<file path="config.mk">
export PLATFORM = sky130hd
export DESIGN_NAME = xor_stream_scrambler_flat
export DESIGN_NICKNAME = d
export VERILOG_FILES = /design/src/rtl/xor_stream_scrambler_pkg.sv /design/src/rtl/xor_stream_scrambler_if.sv /design/src/rtl/xor_stream_scrambler_lfsr_step_n.sv /design/src/rtl/xor_stream_scrambler.sv /design/src/flat_wrapper.sv
export SDC_FILE = /design/constraint.sdc
export NUM_CORES = 1
export LEC_CHECK = 0
export CAP_MARGIN = 20
export CORE_UTILIZATION = 54
export CTS_CLUSTER_SIZE = 24
export DETAILED_ROUTE_END_ITERATION = 6
export PLACE_DENSITY = 0.85
export SKIP_CTS_REPAIR_TIMING = 1
export SLEW_MARGIN = 15
export SYNTH_ARGS = -nofsm -noshare
export SYNTH_HDL_FRONTEND = slang
export SYNTH_SLANG_ARGS = --single-unit
</file>
<file path="constraint.sdc">
create_clock -name clk -period 4.2 [get_ports clk]
set_input_delay 0.84 -clock clk [delete_from_list [all_inputs] [get_ports clk]]
set_output_delay 0.84 -clock clk [all_outputs]
set_load 0.02 [all_outputs]
</file>
<file path="src/rtl/xor_stream_scrambler_pkg.sv">
// Shared constants and mode encoding for the XOR stream scrambler family.
package scrambler_pkg;

  // x^16 + x^14 + x^13 + x^11 + 1, Fibonacci shift-left form
  localparam logic [15:0] TAPS_DEFAULT     = 16'hB400;
  localparam logic [15:0] SEED_RST_DEFAULT = 16'hACE1;

  typedef enum logic {
    MODE_STATIC = 1'b0,
    MODE_LFSR   = 1'b1
  } mode_e;

endpackage

</file>
<file path="src/rtl/xor_stream_scrambler_if.sv">
// Valid/ready word stream with an end-of-frame marker.
interface xor_stream_scrambler_if #(
  parameter int unsigned DATA_W = 8
);
  logic              valid;
  logic              ready;
  logic [DATA_W-1:0] data;
  logic              last;

  modport master (output valid, output data, output last, input ready);
  modport slave  (input valid, input data, input last, output ready);
endinterface

</file>
<file path="src/rtl/xor_stream_scrambler_lfsr_step_n.sv">
// Combinational N-step advance of a Fibonacci shift-left LFSR.
module lfsr_step_n #(
  parameter int unsigned       LFSR_W = 16,
  parameter logic [LFSR_W-1:0] TAPS   = LFSR_W'(16'hB400),
  parameter int unsigned       N      = 8
) (
  input  logic [LFSR_W-1:0] state_i,
  output logic [LFSR_W-1:0] state_o
);

  // Unroll N single steps: shift left, feed back the tap parity into bit 0
  always_comb begin
    logic [LFSR_W-1:0] s;
    s = state_i;
    for (int unsigned i = 0; i < N; i++) begin
      s = {s[LFSR_W-2:0], ^(s & TAPS)};
    end
    state_o = s;
  end

endmodule

</file>
<file path="src/rtl/xor_stream_scrambler.sv">
// Streaming XOR scrambler: static key or LFSR keystream, one output register,
// keystream restarts from the seed register at every frame boundary.
module xor_stream_scrambler
  import scrambler_pkg::*;
#(
  parameter int unsigned       DATA_W   = 8,
  parameter int unsigned       LFSR_W   = 16,
  parameter logic [LFSR_W-1:0] TAPS     = LFSR_W'(TAPS_DEFAULT),
  parameter logic [LFSR_W-1:0] SEED_RST = LFSR_W'(SEED_RST_DEFAULT)
) (
  input  logic                 clk,
  input  logic                 rst_n,
  input  logic                 mode,
  input  logic [DATA_W-1:0]    key,
  input  logic                 seed_load,
  input  logic [LFSR_W-1:0]    seed_in,
  xor_stream_scrambler_if.slave  s,
  xor_stream_scrambler_if.master m
);

  logic [LFSR_W-1:0] seed_q, seed_d;
  logic [LFSR_W-1:0] state_q, state_d;
  logic [LFSR_W-1:0] state_step;
  logic [LFSR_W-1:0] seed_fix;
  logic              m_valid_q, m_valid_d;
  logic [DATA_W-1:0] m_data_q, m_data_d;
  logic              m_last_q, m_last_d;
  logic              s_ready;
  logic              accept;
  logic              lfsr_mode;
  logic [DATA_W-1:0] keystream;

  lfsr_step_n #(
    .LFSR_W (LFSR_W),
    .TAPS   (TAPS),
    .N      (DATA_W)
  ) u_step (
    .state_i (state_q),
    .state_o (state_step)
  );

  // Single output register: accept whenever it is empty or being drained
  assign s_ready   = !m_valid_q || m.ready;
  assign accept    = s.valid && s_ready;
  assign lfsr_mode = (mode_e'(mode) == MODE_LFSR);
  assign keystream = lfsr_mode ? state_q[LFSR_W-1 -: DATA_W] : key;
  // An all-zero seed would lock the LFSR at zero
  assign seed_fix  = (seed_in == '0) ? SEED_RST : seed_in;

  // Seed/state next value: seed_load beats frame reload beats advance
  always_comb begin
    seed_d  = seed_q;
    state_d = state_q;
    if (seed_load) begin
      seed_d  = seed_fix;
      state_d = seed_fix;
    end else if (accept && s.last) begin
      state_d = seed_q;
    end else if (accept && lfsr_mode) begin
      state_d = state_step;
    end
  end

  // Output register next value: load on accept, drop valid once drained
  always_comb begin
    m_valid_d = m_valid_q;
    m_data_d  = m_data_q;
    m_last_d  = m_last_q;
    if (accept) begin
      m_valid_d = 1'b1;
      m_data_d  = s.data ^ keystream;
      m_last_d  = s.last;
    end else if (m.ready) begin
      m_valid_d = 1'b0;
    end
  end

  // State, seed and output registers
  always_ff @(posedge clk or negedge rst_n) begin
    if (!rst_n) begin
      seed_q    <= SEED_RST;
      state_q   <= SEED_RST;
      m_valid_q <= 1'b0;
      m_data_q  <= '0;
      m_last_q  <= 1'b0;
    end else begin
      seed_q    <= seed_d;
      state_q   <= state_d;
      m_valid_q <= m_valid_d;
      m_data_q  <= m_data_d;
      m_last_q  <= m_last_d;
    end
  end

  assign s.ready = s_ready;
  assign m.valid = m_valid_q;
  assign m.data  = m_data_q;
  assign m.last  = m_last_q;

endmodule

</file>
<file path="src/flat_wrapper.sv">
// flat-port wrapper written by rule: the top's interface ports become plain ports
module xor_stream_scrambler_flat import scrambler_pkg::*;
#(
  parameter int unsigned       DATA_W   = 8,
  parameter int unsigned       LFSR_W   = 16,
  parameter logic [LFSR_W-1:0] TAPS     = LFSR_W'(TAPS_DEFAULT),
  parameter logic [LFSR_W-1:0] SEED_RST = LFSR_W'(SEED_RST_DEFAULT)
)
  (clk, rst_n, mode, key, seed_load, seed_in, s_valid, s_data, s_last, s_ready, m_valid, m_data, m_last, m_ready);
  xor_stream_scrambler_if #(.DATA_W(DATA_W)) s_i ();
  xor_stream_scrambler_if #(.DATA_W(DATA_W)) m_i ();
  input  logic clk;
  input  logic rst_n;
  input  logic mode;
  input  logic [DATA_W-1:0] key;
  input  logic seed_load;
  input  logic [LFSR_W-1:0] seed_in;
  input wire logic [$bits(s_i.valid)-1:0] s_valid;
  input wire logic [$bits(s_i.data)-1:0] s_data;
  input wire logic [$bits(s_i.last)-1:0] s_last;
  output wire logic [$bits(s_i.ready)-1:0] s_ready;
  output wire logic [$bits(m_i.valid)-1:0] m_valid;
  output wire logic [$bits(m_i.data)-1:0] m_data;
  output wire logic [$bits(m_i.last)-1:0] m_last;
  input wire logic [$bits(m_i.ready)-1:0] m_ready;
  assign s_i.valid = s_valid;
  assign s_i.data = s_data;
  assign s_i.last = s_last;
  assign s_ready = s_i.ready;
  assign m_valid = m_i.valid;
  assign m_data = m_i.data;
  assign m_last = m_i.last;
  assign m_i.ready = m_ready;
  xor_stream_scrambler #(.DATA_W(DATA_W), .LFSR_W(LFSR_W), .TAPS(TAPS), .SEED_RST(SEED_RST)) u_core (.clk(clk), .rst_n(rst_n), .mode(mode), .key(key), .seed_load(seed_load), .seed_in(seed_in), .s(s_i), .m(m_i));
endmodule
</file>
After elaboration in Yosys (flattened, before gate mapping). Index checks and enable logic that the tools add are counted.

Register bits after elaboration: 42. Input port bits: 39. Logic and storage cells: 29.

Bitwise logic cells: 1. Multiplexer cells: 7. Reduce and logical (&&, ||, !) cells: 16.

Operator list (number): 16-bit parity (8); 16-bit 2-to-1 mux (4); 16-bit zero test (1); 8-bit 2-to-1 mux (1); 8-bit XOR (1); 1-bit logical AND (3); 3-bit nonzero test (1); 1-bit 2-to-1 mux (2); 2-bit nonzero test (1); 1-bit zero test (1); 1-bit logical OR (1).

Depth between registers and ports, before layout.
Depth after elaboration: 7. Gate-level depth with buffers: 6.

Modules after synthesis. From an unflattened synthesis, not the netlist that was laid out.

Cells, all modules: 244. Area total of the unflattened synthesis: 2324.7 µm².

By module, submodules not included: xor_stream_scrambler (area each 2073.2 µm², cells each 215, instances 1, seq. area each 1071.0 µm²); lfsr_step_n (area each 251.5 µm², cells each 29, instances 1, seq. area each 0.0 µm²).

Worst setup path after synthesis. No wires, ideal clock.

Path kind: input to register. From: in seed_in[12]. To: reg u_core.state_q[7]. Setup slack: 1.948 ns. Data required time: 4.132 ns. Path buffers: 0. Stages on the path: 4. Arrival time: 2.184 ns. Setup time: 0.068 ns. Path through: or4_4 o41ai_4 o32ai_2 a21oi_2.

Longest elaborated chain between the ends: 3.

RTL lines: start: declaration (RTL line flat_wrapper.sv:17) `input logic [LFSR_W-1:0] seed_in;`; 16-bit zero test (RTL line xor_stream_scrambler.sv:48) `assign seed_fix = (seed_in == '0) ? SEED_RST : seed_in;`; 16-bit 2-to-1 mux (RTL line xor_stream_scrambler.sv:48); 16-bit 2-to-1 mux (RTL line xor_stream_scrambler.sv:54) `if (seed_load) begin`; end signal: assignment (RTL line xor_stream_scrambler.sv:88) `state_q <= state_d;`; end: declaration (RTL line xor_stream_scrambler.sv:22) `logic [LFSR_W-1:0] state_q, state_d;`.

Every way passes these cells. A chain may end at the register's enable or synchronous reset.

Worst setup path in the final report.
From: in m_ready. To: out s_ready.

Longest elaborated chain between the ends: 1.

RTL lines: start: declaration (RTL line flat_wrapper.sv:25) `input wire logic [$bits(m_i.ready)-1:0] m_ready;`; 1-bit logical OR (RTL line xor_stream_scrambler.sv:43) `assign s_ready = !m_valid_q || m.ready;`; end: declaration (RTL line flat_wrapper.sv:21) `output wire logic [$bits(s_i.ready)-1:0] s_ready;`.

Every way passes these cells.

==> flow_summary_export.csv <==
group,metric,value,unit
run_status,outcome,"finished, final reports clean",
global_routing,antenna_found_initial,0,
detailed_routing,drc,0,
sta,tns,0,ps
sta,min_period,3173,ps
clock_tree,cts_max_path_buffers,2,
clock_tree,clk_latency,300,ps
global_routing,grt_use_total,0.2900,
worst_setup_path,worst_ep_required_time,3360,ps
synthesis,synth.distinct_cells,37,
synthesis,yosysSeqAreaShare,0.4806,
flow_run,drv_cap,0,
worst_setup_path,cp_common_cell,"clkdlybuf4s50_1",
sta,rsz0062_at_grt,"no",
floorplanning,dieArea,4388,um2
floorplanning,ios,50,
worst_setup_path,path_depth,4,
worst_setup_path,cp.arrival,2330,ps
cells_and_area,final_cell_mix,"clkdlybuf4s50_1 (48), dfrtp_1 (26), nand2_1 (23), o21ai_0 (20), nor2_1 (20)",
detailed_routing,dr.pass1.iters,4,
floorplanning,die_h,66.24,um
sta,finalCritPeriodShare,0.7556,
worst_setup_path,crit_path_max_fanout,6,
clock_tree,numCtsBuffers,5,
worst_setup_path,cpPeakStageDelay,590,ps
worst_setup_path,cp_top_family,"buffers and inverters",
cells_and_area,drive_gt1_frac,0.1476,
worst_setup_path,crit_path_cell_trace,"clkdlybuf4s50_1 -> nor2b_1 -> inv_1 -> clkdlybuf4s50_1",
worst_hold_path,min_path_cells,2,
sta,worst_slew_margin_rel,0.3812,
sta,fmax,315.1,MHz
cells_and_area,nets,309,
clock_tree,htreeDepth,2,
power,swShare,0.2985,
power,p_switching,0.3179,mW
detailed_routing,vias,1847,
power,seq_power_share,0.478,
sta,hold_violations,0,
worst_setup_path,path_class,"primary input to output port",
global_routing,overflow,0,
clock_tree,clk_pin_slew,70,ps
placed_design,gp_congestion,0.8801,
detailed_routing,wire_per_inst,17.52,um
global_routing,grt_pass1_wl,9252,um
synthesis,syn_inst,219,
power,power_density,373.0,nW/um2
synthesis,netlist_area,2228,um2
placed_design,dp_hpwl,4075,um
global_routing,grt_pass1_vias,1886,
synthesis,ys_seq_elements,42,
cells_and_area,area_growth_syn_to_layout,28.13,%
sta,skew,4.835,ps
floorplanning,start_util,0.5866,
sta,setup_viol,0,
global_routing,grt_max_degree,43,
power,irDropWorstVdd,0.2323,mV
detailed_routing,drt-initial-drc-count,130,
synthesis,ys_warn_count,0,
worst_setup_path,reg2regPathDepth,5,
clock_tree,ctsRootBufferMaster,"clkbuf_8",
power,p_total,1.065,mW
clock_tree,cts_tree,"built",
power,pwr-share-comb,0.271,
floorplanning,rows,22,
sta,worst_pin_slew,928.3,ps
power,p_int,0.7471,mW
worst_setup_path,worstSetupEndpointType,"output port",
worst_setup_path,startpoint_type,"primary input",
synthesis,avgSynthCellArea,10.18,um2
clock_tree,cts.sinks,42,
cells_and_area,layout_commonest_cell,"clkdlybuf4s50_1",
worst_setup_path,crit_buf_inv,3,
floorplanning,dieWidth,66.24,um
sta,maxSlewViolCount,0,
cells_and_area,diodes,0,
power,p_clk_frac,0.251,
worst_setup_path,slowest_stage,"clkdlybuf4s50_1",
placed_design,port_buffers,49,
worst_hold_path,hp-class,"register to register",
floorplanning,design.core.area,3799,um2
detailed_routing,vias_per_cell,5.790,
synthesis,postSynthNetCount,258,
detailed_routing,ant_nets,0,
power,leakage,1.160,nW
detailed_routing,drt_wl_total,5589,um
-- worst reg2reg max path, cell delays in order, from the launching register on --
cell	delay (ps)
dfrtp_1	360
nor2b_1	330
inv_1	200
nand2_1	440
nor2_1	250
a221o_1	390
-- layer usage --
metal | vias up | track usage | wire [um]
li1 | 884 | - | -
met1 | 864 | 0.3847 | 2411
met2 | 86 | 0.4732 | 2575
met3 | 13 | 0.04310 | 464
met4 | 0 | 0.1170 | 139
met5 | - | 0 | 0
-- power by group through the flow --
stage	clock network (mW)	registers [mW]	logic [mW]
after CTS	0.271	0.508	0.289
final	0.267	0.509	0.289
after detailed placement	0	0.515	0.288
after global placement	0	0.513	0.282
after global routing	0.291	0.514	0.317
after floorplan	0	0.522	0.156
-- through the flow --
step,util,instances,area [um2],hold WS [ps],setup WS [ps]
6_report,0.7516,319,2855,480.1,1027
5_1_grt,0.7516,319,2855,504.1,973.6
4_1_cts,0.7516,319,2855,486.9,1058
3_5_place_dp,0.7279,311,2765,469.9,1066
3_3_place_gp,0.7279,311,2765,460.8,1088
2_1_floorplan,-,219,2228,448.3,1948
-- cells by family after synthesis --
group,Yosys count,share of synthesized area
AOI/OAI and AO/OA,62,0.2050
and+or+nand+nor,59,0.1230
DFF,42,0.4806
xor gates and xnor gates,27,0.1061
buffers and inverters,17,0.02919
muxes,12,0.05615
-- path summary, 6_finish.rpt --
path / from / end / slack [ps]
worst max-delay path: m_ready / s_ready / 1030
worst min-delay path: u_core.m.data[7] / u_core.m.data[7] / 480
worst max register to register: u_core.m.valid / u_core.state_q[2] / 2110
worst min register to register: u_core.m.data[7] / u_core.m.data[7] / 480
max in group asynchronous: rst_n / u_core.seed_q[12] / 2940
min in group asynchronous: rst_n / u_core.seed_q[2] / 680
-- sequential cells by signal (all words and copies together) (netlist names) --
signal / count
u_core.m.data: 8
u_core.m.last: 1
u_core.m.valid: 1
u_core.seed_q: 16
u_core.state_q: 16
-- synthesized netlist by cell type --
cell	n	area, um2
dfrtp_1	26	650.6
nand2_1	23	86.33
nor2_1	20	75.07
o21ai_0	20	100.1
xnor2_1	17	148.9
dfstp_2	16	420.4
xor2_1	10	87.58
inv_1	9	33.78
mux2i_1	8	80.08
a21oi_1	7	35.03
o2bb2ai_1	7	61.31
o22ai_1	6	37.54
o31ai_1	5	37.54
a221oi_1	4	35.03
clkbuf_1	4	15.01
mux2_2	4	45.04
a221o_1	3	30.03
and2_1	3	18.77
buf_1	3	11.26
nor2b_1	3	18.77
or4_4	3	33.78
nand3_1	2	10.01
o22a_2	2	20.02
a211oi_2	1	12.51
a21o_1	1	7.510
a21oi_2	1	8.760
a22o_1	1	8.760
buf_2	1	5.000
nand2b_1	1	6.260
nand4_1	1	6.260
nor3_1	1	5.000
nor4_1	1	6.260
o211ai_1	1	7.510
o32a_2	1	11.26
o32ai_2	1	16.27
o41ai_4	1	27.53
or4_1	1	7.510
-- final cells by class --
cell class	count	area, um2
Sequential cell	42	1071
Fill cell	299	943.4
Timing Repair Buffer	52	508.0
Inverter	9	33.78
Tap cell	48	60.06
Clock buffer	8	90.09
Multi-Input combinational cell	160	1092
No activity file was read; power rests on OpenSTA's default activity.
